**config.mk**
```make
export PLATFORM = sky130hd
export DESIGN_NAME = cache_arbiter
export DESIGN_NICKNAME = d
export VERILOG_FILES = /design/src/rtl/cache_arb_types.sv /design/src/rtl/register.sv /design/src/rtl/cache_arbiter.sv
export SDC_FILE = /design/constraint.sdc
export NUM_CORES = 1
export LEC_CHECK = 0
export BUFFER_PORTS_ARGS = -buffer_cell sky130_fd_sc_hd__buf_4
export CAP_MARGIN = 10
export CORE_AREA = 2 2 532 534
export DETAILED_ROUTE_END_ITERATION = 10
export DIE_AREA = 0 0 534 536
export GPL_TIMING_DRIVEN = 1
export SETUP_SLACK_MARGIN = 0.4
export SYNTH_ARGS = -nofsm -noshare
export SYNTH_HDL_FRONTEND = slang
export SYNTH_SLANG_ARGS = --single-unit
```
**constraint.sdc**
```tcl
create_clock -name clk -period 2.1 [get_ports clk]
set_input_delay 0.315 -clock clk [delete_from_list [all_inputs] [get_ports clk]]
set_output_delay 0.315 -clock clk [all_outputs]
set_load 0.02 [all_outputs]
```
**src/rtl/cache_arb_types.sv**
```systemverilog
// Shared types for the L1-to-L2 line arbiter: FSM states, client identifiers
// and the line width the L2 memory port is built around.
package cache_arb_types;

  typedef enum logic [1:0] {
    IDLE    = 2'd0,
    GRANT_I = 2'd1,
    GRANT_D = 2'd2,
    RECOVER = 2'd3
  } arb_state_t;

  typedef enum logic {
    CLIENT_I = 1'b0,
    CLIENT_D = 1'b1
  } arb_client_t;

  localparam int ARB_LINE_BITS = 256;

endpackage

```
**src/rtl/register.sv**
```systemverilog
// Generic load-enabled register with synchronous active-high clear.
module register #(
  parameter int width = 32
) (
  input  logic             clk,
  input  logic             rst,
  input  logic             load,
  input  logic [width-1:0] d,
  output logic [width-1:0] q
);

  always_ff @(posedge clk) begin
    if (rst) begin
      q <= '0;
    end else if (load) begin
      q <= d;
    end
  end

endmodule

```
**src/rtl/cache_arbiter.sv**
```systemverilog
// Round-robin arbiter between the L1 I-cache and L1 D-cache in front of L2.
// The granted request is latched so the L2 port stays stable while L1 inputs move.
module cache_arbiter
  import cache_arb_types::*;
#(
  parameter int s_line = ARB_LINE_BITS,
  parameter int s_addr = 32
) (
  input  logic              clk,
  input  logic              rst,
  input  logic [s_addr-1:0] i_address,
  input  logic              i_read,
  output logic [s_line-1:0] i_rdata,
  output logic              i_resp,
  input  logic [s_addr-1:0] d_address,
  input  logic              d_read,
  input  logic              d_write,
  input  logic [s_line-1:0] d_wdata,
  output logic [s_line-1:0] d_rdata,
  output logic              d_resp,
  output logic [s_addr-1:0] mem_address,
  output logic [s_line-1:0] mem_wdata,
  output logic              mem_read,
  output logic              mem_write,
  input  logic [s_line-1:0] mem_rdata,
  input  logic              mem_resp
);

  arb_state_t  state_reg;
  arb_client_t last_grant_reg;

  logic              pend_i;
  logic              pend_d;
  logic              pick_d;
  logic              load;
  logic              load_wdata;
  logic [s_addr-1:0] address_next;
  logic              op_next;
  logic              op_hold;
  logic              granted;

  // D wins a tie only when I was the client served most recently.
  always_comb begin
    pend_i       = i_read;
    pend_d       = d_read | d_write;
    pick_d       = pend_d & (~pend_i | (last_grant_reg == CLIENT_I));
    load         = (state_reg == IDLE) & (pend_i | pend_d);
    load_wdata   = load & pick_d;
    address_next = pick_d ? d_address : i_address;
    op_next      = pick_d & d_write;
  end

  register #(.width(s_addr)) address_hold (
    .clk  (clk),
    .rst  (rst),
    .load (load),
    .d    (address_next),
    .q    (mem_address)
  );

  register #(.width(s_line)) wdata_hold (
    .clk  (clk),
    .rst  (rst),
    .load (load_wdata),
    .d    (d_wdata),
    .q    (mem_wdata)
  );

  // op_hold: 1 = write, 0 = read.
  register #(.width(1)) op_hold_reg (
    .clk  (clk),
    .rst  (rst),
    .load (load),
    .d    (op_next),
    .q    (op_hold)
  );

  always_ff @(posedge clk) begin
    if (rst) begin
      state_reg      <= IDLE;
      last_grant_reg <= CLIENT_I;
    end else begin
      unique case (state_reg)
        IDLE: begin
          if (load) begin
            state_reg <= pick_d ? GRANT_D : GRANT_I;
          end
        end
        GRANT_I: begin
          if (mem_resp) begin
            last_grant_reg <= CLIENT_I;
            state_reg      <= RECOVER;
          end
        end
        GRANT_D: begin
          if (mem_resp) begin
            last_grant_reg <= CLIENT_D;
            state_reg      <= RECOVER;
          end
        end
        RECOVER: state_reg <= IDLE;
        default: state_reg <= IDLE;
      endcase
    end
  end

  // Responses pass straight through so the client sees zero added latency.
  always_comb begin
    granted   = (state_reg == GRANT_I) | (state_reg == GRANT_D);
    mem_read  = granted & ~op_hold;
    mem_write = granted & op_hold;
    i_resp    = (state_reg == GRANT_I) & mem_resp;
    d_resp    = (state_reg == GRANT_D) & mem_resp;
    i_rdata   = mem_rdata;
    d_rdata   = mem_rdata;
  end

endmodule

```
# Yosys cells after proc, flatten, opt, wreduce, memory -nomap -nowiden
# Index checks and enable logic that the tools add are counted.
# classes
n_mux	8
div	0
mul	0
shifts	0
reduce_logical	5
n_lt_le_gt_ge	0
add_sub_neg	0
eq_ne	7
bitwise	15
# op_table
cell	count
2-to-1 mux 32 bit	1
bitwise AND 1 bit	8
2-to-1 mux 2 bit	3
one-hot mux 2 bit (3 select lines)	1
equality test 2 bit (second input constant)	2
!= test 2 x 1 -> 1 bit (second input constant)	2
!= test 2 bit (second input constant)	2
OR 1 bit	4
inverter 1 bit	3
AND reduction 3 bit	1
equality test 2 x 1 -> 1 bit (second input constant)	1
zero test 2 bit	1
2-to-1 mux 1 bit	2
one-hot mux 1 bit (2 select lines)	1
AND reduction 2 bit	1
nonzero test 2 bit	1
OR reduction 2 bit	1
# word_totals
romBits	0
inputBits	582
wordCells	40
register_bits	292
ram_bits	0
latch_bits	0
mem_count	0
out_inout_bits	804

# Logic depth before layout (Yosys ltp)
# depth
word_depth	6
ltp_mapped	8
mapped_depth_nobuf	5

# Cells and area by module
# From an unflattened synthesis, not the netlist that was laid out.
# unflattened
hier_cells	1511
hier_area_um2	15061.9
# by_module_without_submodules
mod	area_each_um2	n_inst	seq_area_each_um2	cells_each
register at wdata_hold	9322.7	1	5124.9	825
cache_arbiter	4541.9	1	60.1	580
register at address_hold	1163.6	1	640.6	103
register at op_hold_reg	33.8	1	20.0	3

# Least setup slack after synthesis
# No wires, ideal clock.
# synth_timing
kind	reg-to-reg
start	register state_reg[0]
end	register wdata_hold.q[107]
period_less_slack_ns	1.601
path_slack_ns	0.499
path_buffers	3
t_arrival_ns	1.531
required_time_ns	2.030
setup_ns	0.070
stages_incl_launch_ff	9
path_cell_list	dfxtp_1 > inv_1 > ha_1 > buf_2 > inv_2 > clkbuf_1 > clkbuf_1 > o21ai_0 > a21oi_1
# synth_via
elab_chain_cells	3
# synth_lines
element	line	rtl
from (decl)	cache_arbiter.sv:29	arb_state_t state_reg;
from (signal assigned)	cache_arbiter.sv:86	state_reg <= pick_d ? GRANT_D : GRANT_I;
zero test 2 bit	cache_arbiter.sv:47	load = (state_reg == IDLE) & (pend_i | pend_d);
bitwise AND 1 bit	cache_arbiter.sv:47	
bitwise AND 1 bit	cache_arbiter.sv:48	load_wdata = load & pick_d;
to (signal assigned)	register.sv:14	q <= '0;
to (signal assigned)	register.sv:16	q <= d;
to (decl)	register.sv:9	output logic [width-1:0] q
# No other way between the ends.
# A chain may end at the register's enable or synchronous reset.

# Final worst setup path
# layout_timing
start	register state_reg[1]
end	output mem_read
# layout_via
elab_chain_cells	3
elab_cells_between_ends	4
cone_classes	eq/ne (2); bitwise (2)
# layout_lines
element	line	rtl
equality test 2 x 1 -> 1 bit or equality test 2 bit (tied branches)	cache_arbiter.sv:109	granted = (state_reg == GRANT_I) | (state_reg == GRANT_D);
OR 1 bit *	cache_arbiter.sv:109	
bitwise AND 1 bit *	cache_arbiter.sv:110	mem_read = granted & ~op_hold;
to (decl)	cache_arbiter.sv:23	output logic mem_read,
# Mark *: on every way between the ends. The rest lies on a longest branch, timed or not.

==> metrics <==
Peak VDD IR between 600 and 700 uV; Area Growth Syn to Fin 70.3%; min Tclk post-route approximately 2 ns; R2R cell count 6; Synth Instances 1,892; critical path, cell by cell inv_4, ha_4, nor2b_4, buf_12; Starting Density between 5 and 6%; Final setup viols 0; FP Rows about 200; Clock Path Buffers 3; Worst Hold Class primary input to flip-flop; GR Overflow Total 0; final-stage net count 2,846; share of cells above drive strength 1 between 30% and 40%; root buffer cell clkbuf_16; drt pass-1 iters 9; chip width roughly 530 um; slowest CP cell dfxtp_2; clk slew on worst S/H paths roughly 0.06 ns; CTS tree yes; Slew Limit Fails 0; Critical Path AT 1.70 ns; PD cells ~1300 mW/mm2; Initial DRC Count 1,429; CTS Buf Count 43; drt wl/cell 33.1 um; sequential fraction of the synthesis area approximately 39%; max reg flops 256; first-pass GRT wire length between 200 and 250 mm; status completed; RSZ-0062 raised after global routing yes; Hold Path End address_hold.q[15]$_SDFFE_PP0P_; Cell variety after synth 25; DR vias roughly 16,000; Critical Path RT roughly 1.8 ns; Synth warnings 0; reg-to-reg critical path startpoint last_grant_reg$_SDFFE_PP0P_; reg2reg end wdata_hold.q[92]$_SDFFE_PP0P_; crit path max fanout 5; max_cap viols 0; Post-Syn Nets about 2,500; CP startpoint kind flip-flop; IO Pins approximately 1,400; leakage between 9 and 10 nW; FF+latch count, synth roughly 290; hold path start rst; Max Clk Rate 496 MHz; hpwl dp around 170 mm; DRT antenna net count 0; clock skew between 0.02 and 0.03 ns; die footprint 0.286 mm2; worst skew pair latency a little under 0.7 ns; Final period util a little over nine tenths; vias in the first global route about 16,000; I/O Buffers just over 600; Via density between 2 and 3; Crit Path Class flip-flop to output pin; DRC viols 0; final core occ under 10%; Critical Path Start state_reg[1]$_SDFFE_PP0P_; hold path depth 2; GRT Resource Usage Total a little over an eighth; Sink Count 292; Die H around 540 um; worst reg2reg setup slack between 0.4 and 0.5 ns; Slew HR 63.9%; largest net degree at the start of global routing 98; core area ~0.28 mm2; Pwr Total 0.0323 W; antenna violations before repair 111; CP Capture Type output pin; average size of a mapped cell 7.98 um2; final hold vios 0; Crit path largest cell delay between 0.3 and 0.4 ns; worst slew pin tran approximately 0.54 ns; Min Hold Slack 0.0957 ns; WL final 201 mm; routability cong. slightly below 0.9; Netlist Area Pre-Place between 0.015 and 0.02 mm2; H-tree depth 2
-- metrics by stage --
step	worst slack, ns	cell area, um2	setup TNS, ns	instances
floorplan	0.499	15100	0	1892
global placement	0.378	20500	0	5622
detailed placement	0.346	20500	0	5622
CTS	0.00976	25300	0	6024
global route	-0.000875	25700	-0.000875	6055
finish	0.0843	25700	0	6071
-- metal layers --
layer / vias to the layer above / global-route usage (%) / routed length (um)
met1: 7396 / 8.88 / 47700
met3: 612 / 17.2 / 56300
li1: 6745 / - / -
met4: 30 / 7.80 / 14100
met5: - / 1.48 / 763
met2: 1579 / 19.2 / 82100
-- power by group --
part / switching (W) / total [W] / internal, W
Clock: 0.00353 / 0.00783 / 0.00430
Combinational: 0.0109 / 0.0164 / 0.00552
Sequential: 0.000924 / 0.00805 / 0.00713
-- cell type report --
type / instances / area (um2)
Antenna cell: 36 / 90.1
Clock buffer: 55 / 1180
Clock inverter: 23 / 254
Fill cell: 32600 / 255000
Inverter: 4 / 27.5
Multi-Input combinational cell: 925 / 4780
Sequential cell: 292 / 5850
Tap cell: 3743 / 4680
Timing Repair Buffer: 993 / 8840
-- how the worst max path moves through the flow --
stage,to,slack [ns],depth (start not counted)
after floorplan,wdata_hold.q[107]$_SDFFE_PP0P_,0.50,8
after global placement,address_hold.q[14]$_SDFFE_PP0P_,0.38,6
after detailed placement,address_hold.q[30]$_SDFFE_PP0P_,0.35,6
after CTS,mem_read,0.01,4
after global routing,mem_read,-0.0009,4
final,mem_read,0.08,4
-- cells in the mapped netlist --
master / instances / area [um2]
buf_4: 518 / 3890
dfxtp_1: 292 / 5850
o21ai_0: 260 / 1300
a21oi_1: 259 / 1300
nand3_1: 257 / 1290
clkbuf_1: 113 / 424
nand2_1: 65 / 244
buf_2: 37 / 185
a311oi_1: 32 / 280
nor2_1: 32 / 120
ha_1: 5 / 62.6
and2_1: 3 / 18.8
buf_1: 3 / 11.3
inv_1: 3 / 11.3
nor2b_1: 3 / 18.8
a211o_1: 1 / 8.76
a221oi_1: 1 / 8.76
a2bb2oi_2: 1 / 15.0
inv_2: 1 / 3.75
mux2i_1: 1 / 10.0
nand2b_1: 1 / 6.26
nor3b_1: 1 / 7.51
nor4b_1: 1 / 8.76
o2bb2ai_4: 1 / 27.5
o31a_1: 1 / 8.76
-- layout by cell type (no fill, tap or decap), types with 2 or more instances in the layout --
master | Yosys | routed
bufinv_16 | 0 | 2
ha_1 | 5 | 4
buf_6 | 0 | 8
buf_16 | 0 | 10
clkinv_2 | 0 | 8
clkbuf_16 | 0 | 50
clkbuf_1 | 113 | 6
a21oi_1 | 259 | 259
and2_4 | 0 | 3
inv_16 | 0 | 2
clkinv_4 | 0 | 3
diode_2 | 0 | 36
dfxtp_2 | 0 | 4
dlygate4sd3_1 | 0 | 321
inv_6 | 0 | 4
nor2_1 | 32 | 32
inv_4 | 0 | 2
nand3_1 | 257 | 257
clkbuf_8 | 0 | 6
nor2b_1 | 3 | 2
a311oi_1 | 32 | 32
nand2_1 | 65 | 65
buf_12 | 0 | 18
clkinvlp_4 | 0 | 3
dfxtp_1 | 292 | 287
buf_4 | 518 | 628
o21ai_0 | 260 | 260
-- what timing repair did --
action	CTS	global route
cloned	0	7
hold buffers	321	0
endpoints found under the hold margin	290	0
setup endpoints to repair	98	114
gates resized for setup	34	17
pin swaps	1	2
buffers inserted	3	4
-- critical path, delay by kind of cell, from the launching register on --
| kind | cells | cell delay [ns] |
|---|---|---|
| flops | 1 | 0.36 |
| simple gates | 1 | 0.16 |
| fa+ha+maj | 1 | 0.28 |
| buf+inv | 2 | 0.21 |
-- logic make-up after synthesis --
group,Yosys count,synth area share [%]
multiplexers,1,0.0663
flip-flops,292,38.7
AND/OR/NAND/NOR,363,11.3
buffers and inverters,675,30.0
AO/OA/AOI/OAI,556,19.5
adder cells (fa/ha/maj),5,0.414
Power figures use the tool's default switching activity.
